<file path="src/rtl/controle_varredura_pkg.sv">
// rtl/controle_varredura_pkg.sv - state codes, sweep limits and ping-pong step helper
package controle_varredura_pkg;

  typedef enum logic [3:0] {
    INICIAL      = 4'd0,
    POSICIONA    = 4'd1,
    MEDE         = 4'd2,
    AGUARDA      = 4'd3,
    ENVIA        = 4'd4,
    ESPERA_ENVIO = 4'd5,
    PROXIMO      = 4'd6
  } estado_t;

  localparam int         N_POSICOES = 8;
  localparam logic [2:0] POS_MAX    = 3'(N_POSICOES - 1);

  // Returns {direcao, posicao} for the next stop; the ends turn around without repeating.
  function automatic logic [3:0] proximo_passo(input logic dir, input logic [2:0] pos);
    logic [3:0] r;
    if (!dir && pos == POS_MAX)    r = {1'b1, POS_MAX - 3'd1};
    else if (dir && pos == 3'd0)   r = {1'b0, 3'd1};
    else if (!dir)                 r = {1'b0, pos + 3'd1};
    else                           r = {1'b1, pos - 3'd1};
    return r;
  endfunction

endpackage

</file>
<file path="src/rtl/contador_timer.sv">
// rtl/contador_timer.sv - shared cycle timer with sync clear, enable and terminal-count flag
module contador_timer #(
  parameter int WIDTH = 8
) (
  input  logic             clock,
  input  logic             reset,
  input  logic             limpa,
  input  logic             conta,
  input  logic [WIDTH-1:0] limite,
  output logic             fim
);

  logic [WIDTH-1:0] valor;

  always_ff @(posedge clock) begin
    if (!reset)     valor <= '0;
    else if (limpa) valor <= '0;
    else if (conta) valor <= valor + 1'b1;
  end

  assign fim = (valor == limite);

endmodule

</file>
<file path="src/rtl/controle_varredura.sv">
// rtl/controle_varredura.sv - radar sweep sequencer: servo stepping, settle, sonar trigger, tx handoff
module controle_varredura
  import controle_varredura_pkg::*;
#(
  parameter int SETTLE_CYCLES  = 50_000_000,
  parameter int TIMEOUT_CYCLES = 3_000_000
) (
  input  logic       clock,
  input  logic       reset,
  input  logic       ligar,
  input  logic       fim_medida,
  input  logic       fim_envio,
  output logic [2:0] posicao,
  output logic       medir,
  output logic       envia,
  output logic       erro_medida,
  output logic       direcao,
  output logic [3:0] db_estado
);

  localparam int MAX_CYC = (SETTLE_CYCLES > TIMEOUT_CYCLES) ? SETTLE_CYCLES : TIMEOUT_CYCLES;
  localparam int TW      = (MAX_CYC > 1) ? $clog2(MAX_CYC) : 1;
  localparam logic [TW-1:0] LIM_SETTLE  = TW'(SETTLE_CYCLES - 1);
  localparam logic [TW-1:0] LIM_TIMEOUT = TW'(TIMEOUT_CYCLES - 1);

  estado_t       estado, prox;
  logic          limpa, conta, fim_timer;
  logic [TW-1:0] limite;
  logic          medir_d, envia_d, erro_d, dir_d;
  logic [2:0]    pos_d;
  logic [3:0]    passo;

  // One timer serves both waits; the limit follows whichever phase is active.
  assign limite = (estado == AGUARDA) ? LIM_TIMEOUT : LIM_SETTLE;
  assign passo  = proximo_passo(direcao, posicao);

  contador_timer #(.WIDTH(TW)) u_timer (
    .clock  (clock),
    .reset  (reset),
    .limpa  (limpa),
    .conta  (conta),
    .limite (limite),
    .fim    (fim_timer)
  );

  always_comb begin
    prox   = estado;
    limpa  = 1'b0;
    conta  = 1'b0;
    erro_d = erro_medida;
    pos_d  = posicao;
    dir_d  = direcao;
    case (estado)
      INICIAL: begin
        if (ligar) begin
          prox  = POSICIONA;
          limpa = 1'b1;
        end
      end
      POSICIONA: begin
        if (fim_timer) begin
          prox   = MEDE;
          erro_d = 1'b0;
        end else begin
          conta = 1'b1;
        end
      end
      MEDE: begin
        prox  = AGUARDA;
        limpa = 1'b1;
      end
      // A completion arriving on the timeout cycle still counts as a good measurement.
      AGUARDA: begin
        if (fim_medida) begin
          prox   = ENVIA;
          erro_d = 1'b0;
        end else if (fim_timer) begin
          prox   = ENVIA;
          erro_d = 1'b1;
        end else begin
          conta = 1'b1;
        end
      end
      ENVIA: prox = ESPERA_ENVIO;
      ESPERA_ENVIO: begin
        if (fim_envio) prox = PROXIMO;
      end
      PROXIMO: begin
        if (ligar) begin
          prox           = POSICIONA;
          limpa          = 1'b1;
          {dir_d, pos_d} = passo;
        end else begin
          prox  = INICIAL;
          pos_d = 3'd0;
          dir_d = 1'b0;
        end
      end
      default: prox = INICIAL;
    endcase
  end

  // Pulses are registered on state entry so they line up with MEDE/ENVIA in db_estado.
  assign medir_d = (prox == MEDE);
  assign envia_d = (prox == ENVIA);

  always_ff @(posedge clock) begin
    if (!reset) begin
      estado      <= INICIAL;
      posicao     <= 3'd0;
      direcao     <= 1'b0;
      medir       <= 1'b0;
      envia       <= 1'b0;
      erro_medida <= 1'b0;
    end else begin
      estado      <= prox;
      posicao     <= pos_d;
      direcao     <= dir_d;
      medir       <= medir_d;
      envia       <= envia_d;
      erro_medida <= erro_d;
    end
  end

  assign db_estado = estado;

endmodule

</file>
<file path="config.mk">
export PLATFORM = sky130hd
export DESIGN_NAME = controle_varredura
export DESIGN_NICKNAME = d
export VERILOG_FILES = /design/src/rtl/controle_varredura_pkg.sv /design/src/rtl/contador_timer.sv /design/src/rtl/controle_varredura.sv
export SDC_FILE = /design/constraint.sdc
export NUM_CORES = 1
export LEC_CHECK = 0
export CORE_UTILIZATION = 55
export DETAILED_ROUTE_END_ITERATION = 10
export DONT_BUFFER_PORTS = 1
export PLACE_DENSITY = 0.7
export SYNTH_ARGS = -nofsm -noshare
export SYNTH_HDL_FRONTEND = slang
export SYNTH_HIERARCHICAL = 1
export SYNTH_SLANG_ARGS = --single-unit
</file>
<file path="constraint.sdc">
create_clock -name clock -period 3.95 [get_ports clock]
set_input_delay 0.5925 -clock clock [delete_from_list [all_inputs] [get_ports clock]]
set_output_delay 0.5925 -clock clock [all_outputs]
set_load 0.005 [all_outputs]
</file>
==> results of run 1 <==
[path summary, 6_finish.rpt]
check | from | end | slack [ns] | depth (start not counted)
worst max register to register | db_estado[0] | u_timer/valor[19] | 0.64 | 12
worst min-delay path | reset | db_estado[0] | 0.43 | 1
worst max-delay path | db_estado[0] | u_timer/valor[19] | 0.64 | 12
worst min register to register | u_timer/valor[24] | u_timer/valor[24] | 0.52 | 2
[state kept, by name, summed over array words and instances (netlist names)]
name / flops
direcao: 1
medir: 1
db_estado: 4
erro_medida: 1
posicao: 3
envia: 1
u_timer/valor: 26
[area by class of cell]
class                      count  area, sq um
tap                           48         60.1
clock inverter                 1         5.00
timing repair buffer           3         22.5
multi-input combinational    210         1370
sequential                    37          741
inverter                       8         30.0
clock buffer                   7         96.3
fill                         361         1420
[through the flow]
| step | area (sq um) | instances | worst slack [ns] | utilization [%] | hold slack [ns] |
|---|---|---|---|---|---|
| after floorplan | 2240 | 268 | 0.654 | - | 0.460 |
| after CTS | 2320 | 314 | 0.648 | 62.0 | 0.417 |
| after detailed placement | 2220 | 306 | 0.682 | 59.3 | 0.499 |
| after global routing | 2320 | 314 | 0.314 | 62.0 | 0.426 |
| after global placement | 2220 | 306 | 0.794 | 59.3 | 0.494 |
| final | 2320 | 314 | 0.642 | 62.0 | 0.426 |
[layer usage]
metal  wire (microns)  vias up  GRT usage, %
met1             2160      813          31.2
met2             1930       25          34.3
met4               51        0          7.34
met3              165        7          5.21
li1                 -      918             -
met5                0        -             0
[report_power, final]
part           internal, uW  total, uW  switching, uW
clock network           158        285            128
logic                  10.9       27.5           16.7
registers               374        378           3.31
total                   543        690            148
[logic make-up after synthesis]
| family | count (synthesis) |
|---|---|
| AOI/OAI and AO/OA | 46 |
| xor gates and xnor gates | 39 |
| adders and majority gates | 3 |
| buffers and inverters | 21 |
| DFF | 37 |
| muxes | 1 |
| other | 2 |
| and+or+nand+nor | 107 |
[Yosys cell counts (3+ instances only)]
cell	count
buf_6	6
xnor2_1	15
and4_1	3
nor2b_1	5
nand2_1	14
o31ai_1	6
or4_1	5
o21ai_0	8
inv_1	7
xor2_1	24
nor2_1	23
clkbuf_1	3
a21oi_1	17
and2_1	4
dfxtp_1	37
nor4_1	7
nand4_1	10
or3_1	5
nand3_1	12
==> results.py, run 1 <==
metrics = {
    "sta": {
        "fin_setup_tns_ns": 0,
        "period_needed_ns": 3.31,
        "hold_violations": 0,
        "clock_skew_ns": 0.00468,
        "fin_crit_sh_pct": 83.7,
        "timing.fmax_mhz": 302,
        "max_slew.worst_pin.slew_ns": 0.980,
        "relSlewSlack_pct": 34.7,
        "setup_viol": 0,
        "rsz0062_at_grt": "no",
        "drv_slew": 0,
    },
    "grt": {
        "grtUsageTotal_pct": 22.5,
        "grt_max_degree": 27,
        "grt_pass1_vias": 1613,
        "grt_pass1_wl_microns": 7330,
        "antenna_found_initial": 0,
        "overflow": 0,
    },
    "place": {
        "finalWeightedCongestion": 0.856,
        "port_buffers": 0,
        "hpwl_microns": 3130,
    },
    "logic_synthesis": {
        "synth_xor_area_share_pct": 15.6,
        "yosys_most_used_dff": "dfxtp_1",
        "ys_ff_latch": 37,
        "synth_cells": 256,
        "yosys-top-cells-area": "dfxtp_1 (34%), xor2_1 (9.6%), xnor2_1 (6.0%)",
        "synth_top_area_share_pct": 33.8,
        "synthSimpleGateAreaFrac_pct": 28.4,
        "synth_top_family_by_area": "simple AND/OR/NAND/NOR gates",
        "synthAdderAreaFrac_pct": 2.00,
        "syn_avg_cell_area_sq_um": 8.57,
        "synth_edf_count": 0,
        "yosys-mux-area-fraction_pct": 0.456,
        "yosysTopAreaCell": "dfxtp_1",
        "synth-compound-area-share_pct": 13.4,
        "synth.distinct_cells": 54,
        "synth-seq-area-share_pct": 33.8,
        "async_reset_ff_share_pct": 0,
        "yosysWarnings": 6,
        "syn_area_sq_um": 2190,
    },
    "clock_tree": {
        "clk_latency_ns": 0.29,
        "clockRootBuffer": "clkbuf_8",
        "postCtsSetupRepairBufs": 0,
        "post_cts_resized": 0,
        "cts_tree": "done",
        "cts.sinks": 37,
        "clk_pin_slew_worst_paths_ns": 0.07,
        "clk_path_buf_depth": 2,
        "h-tree-depth": 2,
        "ctsHoldBuffers": 0,
        "cts_buffers": 5,
    },
    "cells_and_area": {
        "syn_to_final_growth_pct": 5.70,
        "antennaDiodeCount": 0,
        "drive_above_1_share_pct": 8.27,
        "nNetsFinal": 272,
        "final_cell_mix": "dfxtp_1 (37), xor2_1 (24), nor2_1 (23)",
        "final_common_cell": "dfxtp_1",
    },
    "routing": {
        "post-route-drc-count": 0,
        "drt_wl_total_microns": 4320,
        "vias_per_cell": 5.61,
        "drt_iter0_drc": 83,
        "drtAntennaViolNets": 0,
        "wire_per_inst_microns": 13.7,
        "vias": 1763,
        "drt_first_pass_iters": 4,
    },
    "power": {
        "power_uw": 690,
        "power.density_nw_per_um2": 298,
        "p_leak_uw": 0.000779,
        "ir_worst_vdd_uv": 265,
    },
    "run_status": {
        "status": "finished, final reports clean",
    },
    "die": {
        "chipHeight_microns": 65.2,
        "initial_utilization_pct": 58.6,
        "die_area_sq_um": 4250,
        "fp-row-count": 22,
        "die_w_microns": 65.2,
        "core_sq_um": 3740,
        "ios": 16,
    },
    "worst_setup_path": {
        "cp_top_family": "simple AND/OR/NAND/NOR gates",
        "critPathMaxFanout": 10,
        "worst-path-buf-inv": 1,
        "worstSetupPathType": "flip-flop to flip-flop",
        "crit_path_top_delay_cell": "or4_1",
        "crit_chain": "nor3b_1 > nand2_1 > inv_1 > xor2_1 > nor4_1 > nand3_1 > nor4_1 > a211oi_2 > and4_1 > nand4b_1 > or4_1 > a21oi_1",
        "crit_top_cell": "nor4_1",
        "critPathLaunchType": "flip-flop",
        "worstPathArrival_ns": 3.51,
        "required_ns": 4.15,
        "critPathCaptureType": "flip-flop",
        "critPathMaxStageDelay_ns": 0.53,
    },
    "run": {
        "drv_cap": 0,
    },
    "worst_hold_path": {
        "hp-class": "input port to flip-flop",
    },
}
Note: power is estimated with default switching activity, not from simulation.
==> run 2: changes to the inputs <==
==> constraint.sdc (replaced) <==
create_clock -name clock -period 3.4 [get_ports clock]
set_input_delay 0.51 -clock clock [delete_from_list [all_inputs] [get_ports clock]]
set_output_delay 0.51 -clock clock [all_outputs]
set_load 0.005 [all_outputs]
==> run 2 against run 1 <==
Compared with the run above: non-clock buffer count increased by 4; register-to-register slack got worse by 0.33 ns; total power increased by 12%; sequential share of layout area decreased by 0.22 points; routed wire length increased by 2.7%; first-iteration DRC count increased by 100%; clock skew increased by 0.0035 ns; core utilization increased by 0.43 points; critical endpoint unchanged; largest cell class unchanged.
==> results.py, run 2 (synthesis results as in run 1) <==
metrics = {
    "run_status": {
        "status": "finished, final reports clean",
    },
    "worst_hold_path": {
        "holdPathStages": 1,
        "hp-class": "input port to flip-flop",
    },
    "die": {
        "chipHeight_microns": 65.2,
        "core_sq_um": 3740,
        "die_w_microns": 65.2,
        "ios": 16,
        "die_area_sq_um": 4250,
        "fp-row-count": 22,
        "initial_utilization_pct": 58.6,
    },
    "cells_and_area": {
        "largest_reg_flops": 26,
        "final_common_cell": "dfxtp_1",
        "nNetsFinal": 276,
        "antennaDiodeCount": 0,
        "final_cell_mix": "dfxtp_1 (37), xor2_1 (24), nor2_1 (23)",
        "final_util_pct": 62.4,
        "top_register": "u_timer/valor",
        "drive_above_1_share_pct": 9.29,
        "syn_to_final_growth_pct": 6.44,
    },
    "worst_setup_path": {
        "r2r_slack_ns": 0.32,
        "required_ns": 3.60,
        "ff2ff_path_depth": 13,
        "worstPathArrival_ns": 3.29,
        "critPathCaptureType": "flip-flop",
        "critPathLaunchType": "flip-flop",
        "critPathMaxFanout": 9,
        "worstSetupPathType": "flip-flop to flip-flop",
    },
    "routing": {
        "wire_per_inst_microns": 14.0,
        "drt_wl_total_microns": 4430,
        "post-route-drc-count": 0,
        "drtAntennaViolNets": 0,
        "vias_per_cell": 5.71,
        "drt_iter0_drc": 169,
        "vias": 1809,
        "drt_first_pass_iters": 4,
    },
    "sta": {
        "timing.fmax_mhz": 324,
        "clock_skew_ns": 0.00818,
        "fin_crit_sh_pct": 90.7,
        "max_slew.worst_pin.slew_ns": 0.983,
        "drv_slew": 0,
        "hold_violations": 0,
        "period_needed_ns": 3.08,
        "holdWs_ns": 0.351,
        "rsz0062_at_grt": "no",
        "fin_setup_tns_ns": 0,
        "relSlewSlack_pct": 34.5,
        "setup_viol": 0,
    },
    "power": {
        "ir_worst_vdd_uv": 285,
        "power.density_nw_per_um2": 332,
        "p_leak_uw": 0.000790,
    },
    "clock_tree": {
        "clk_pin_slew_worst_paths_ns": 0.07,
        "postCtsSetupRepairBufs": 0,
        "post_cts_resized": 0,
        "cts_buffers": 5,
        "clockRootBuffer": "clkbuf_8",
        "ctsHoldBuffers": 0,
        "h-tree-depth": 2,
        "cts_tree": "done",
        "clk_path_buf_depth": 2,
        "cts.sinks": 37,
        "clk_latency_ns": 0.29,
    },
    "run": {
        "drv_cap": 0,
    },
    "place": {
        "port_buffers": 0,
        "finalWeightedCongestion": 0.790,
        "hpwl_microns": 3250,
    },
    "grt": {
        "overflow": 0,
        "grt_pass1_wl_microns": 7580,
        "grtUsageTotal_pct": 23.4,
        "grt_max_degree": 27,
        "grt_pass1_vias": 1624,
        "antenna_found_initial": 0,
    },
}
[run 2: critical path: stages, from the launching register on]
cell and delay (ns):
dfxtp_1 0.32, nor3b_1 0.26, nand2_1 0.12, inv_1 0.21, xor2_1 0.17, nor4_1 0.07, nand3_1 0.08, nor4_1 0.05
buf_4 0.14, a211oi_2 0.24, and4_2 0.37, nand4b_1 0.28, or4_1 0.54, a21oi_1 0.15
[run 2: layout make-up]
| type | count | area, sq um |
|---|---|---|
| multi-input combinational | 210 | 1370 |
| fill | 340 | 1410 |
| clock buffer | 7 | 86.3 |
| tap | 48 | 60.1 |
| inverter | 8 | 30.0 |
| sequential | 37 | 741 |
| timing repair buffer | 7 | 52.6 |
[run 2: path summary, 6_finish.rpt]
kind	start	end
worst max-delay path	db_estado[0]	u_timer/valor[19]
worst min-delay path	reset	db_estado[0]
worst max register to register	db_estado[0]	u_timer/valor[19]
worst min register to register	erro_medida	erro_medida
[run 2: metal layers]
layer  up-vias  share of wire, %  GRT usage, %
met5         -                 0             0
met4         0              0.93          7.34
met3         4               3.1          6.25
met2        19                45          34.8
met1       853                51          32.8
li1        933                 -             -
[run 2: per-stage QoR]
step	setup WS (ns)	area, sq um	std cells	power, uW
CTS	0.242	2330	317	784
finish	0.316	2340	317	776
global placement	0.363	2250	310	483
detailed placement	0.270	2250	310	483
global route	0.0121	2340	317	810
floorplan	0.104	2240	268	479
[run 2: report_power, final]
group | leakage, uW | switching, uW | internal (uW)
Combinational | 0.000447 | 22.3 | 14.2
Clock | 0.0000443 | 143 | 161
Sequential | 0.000298 | 1.22 | 435
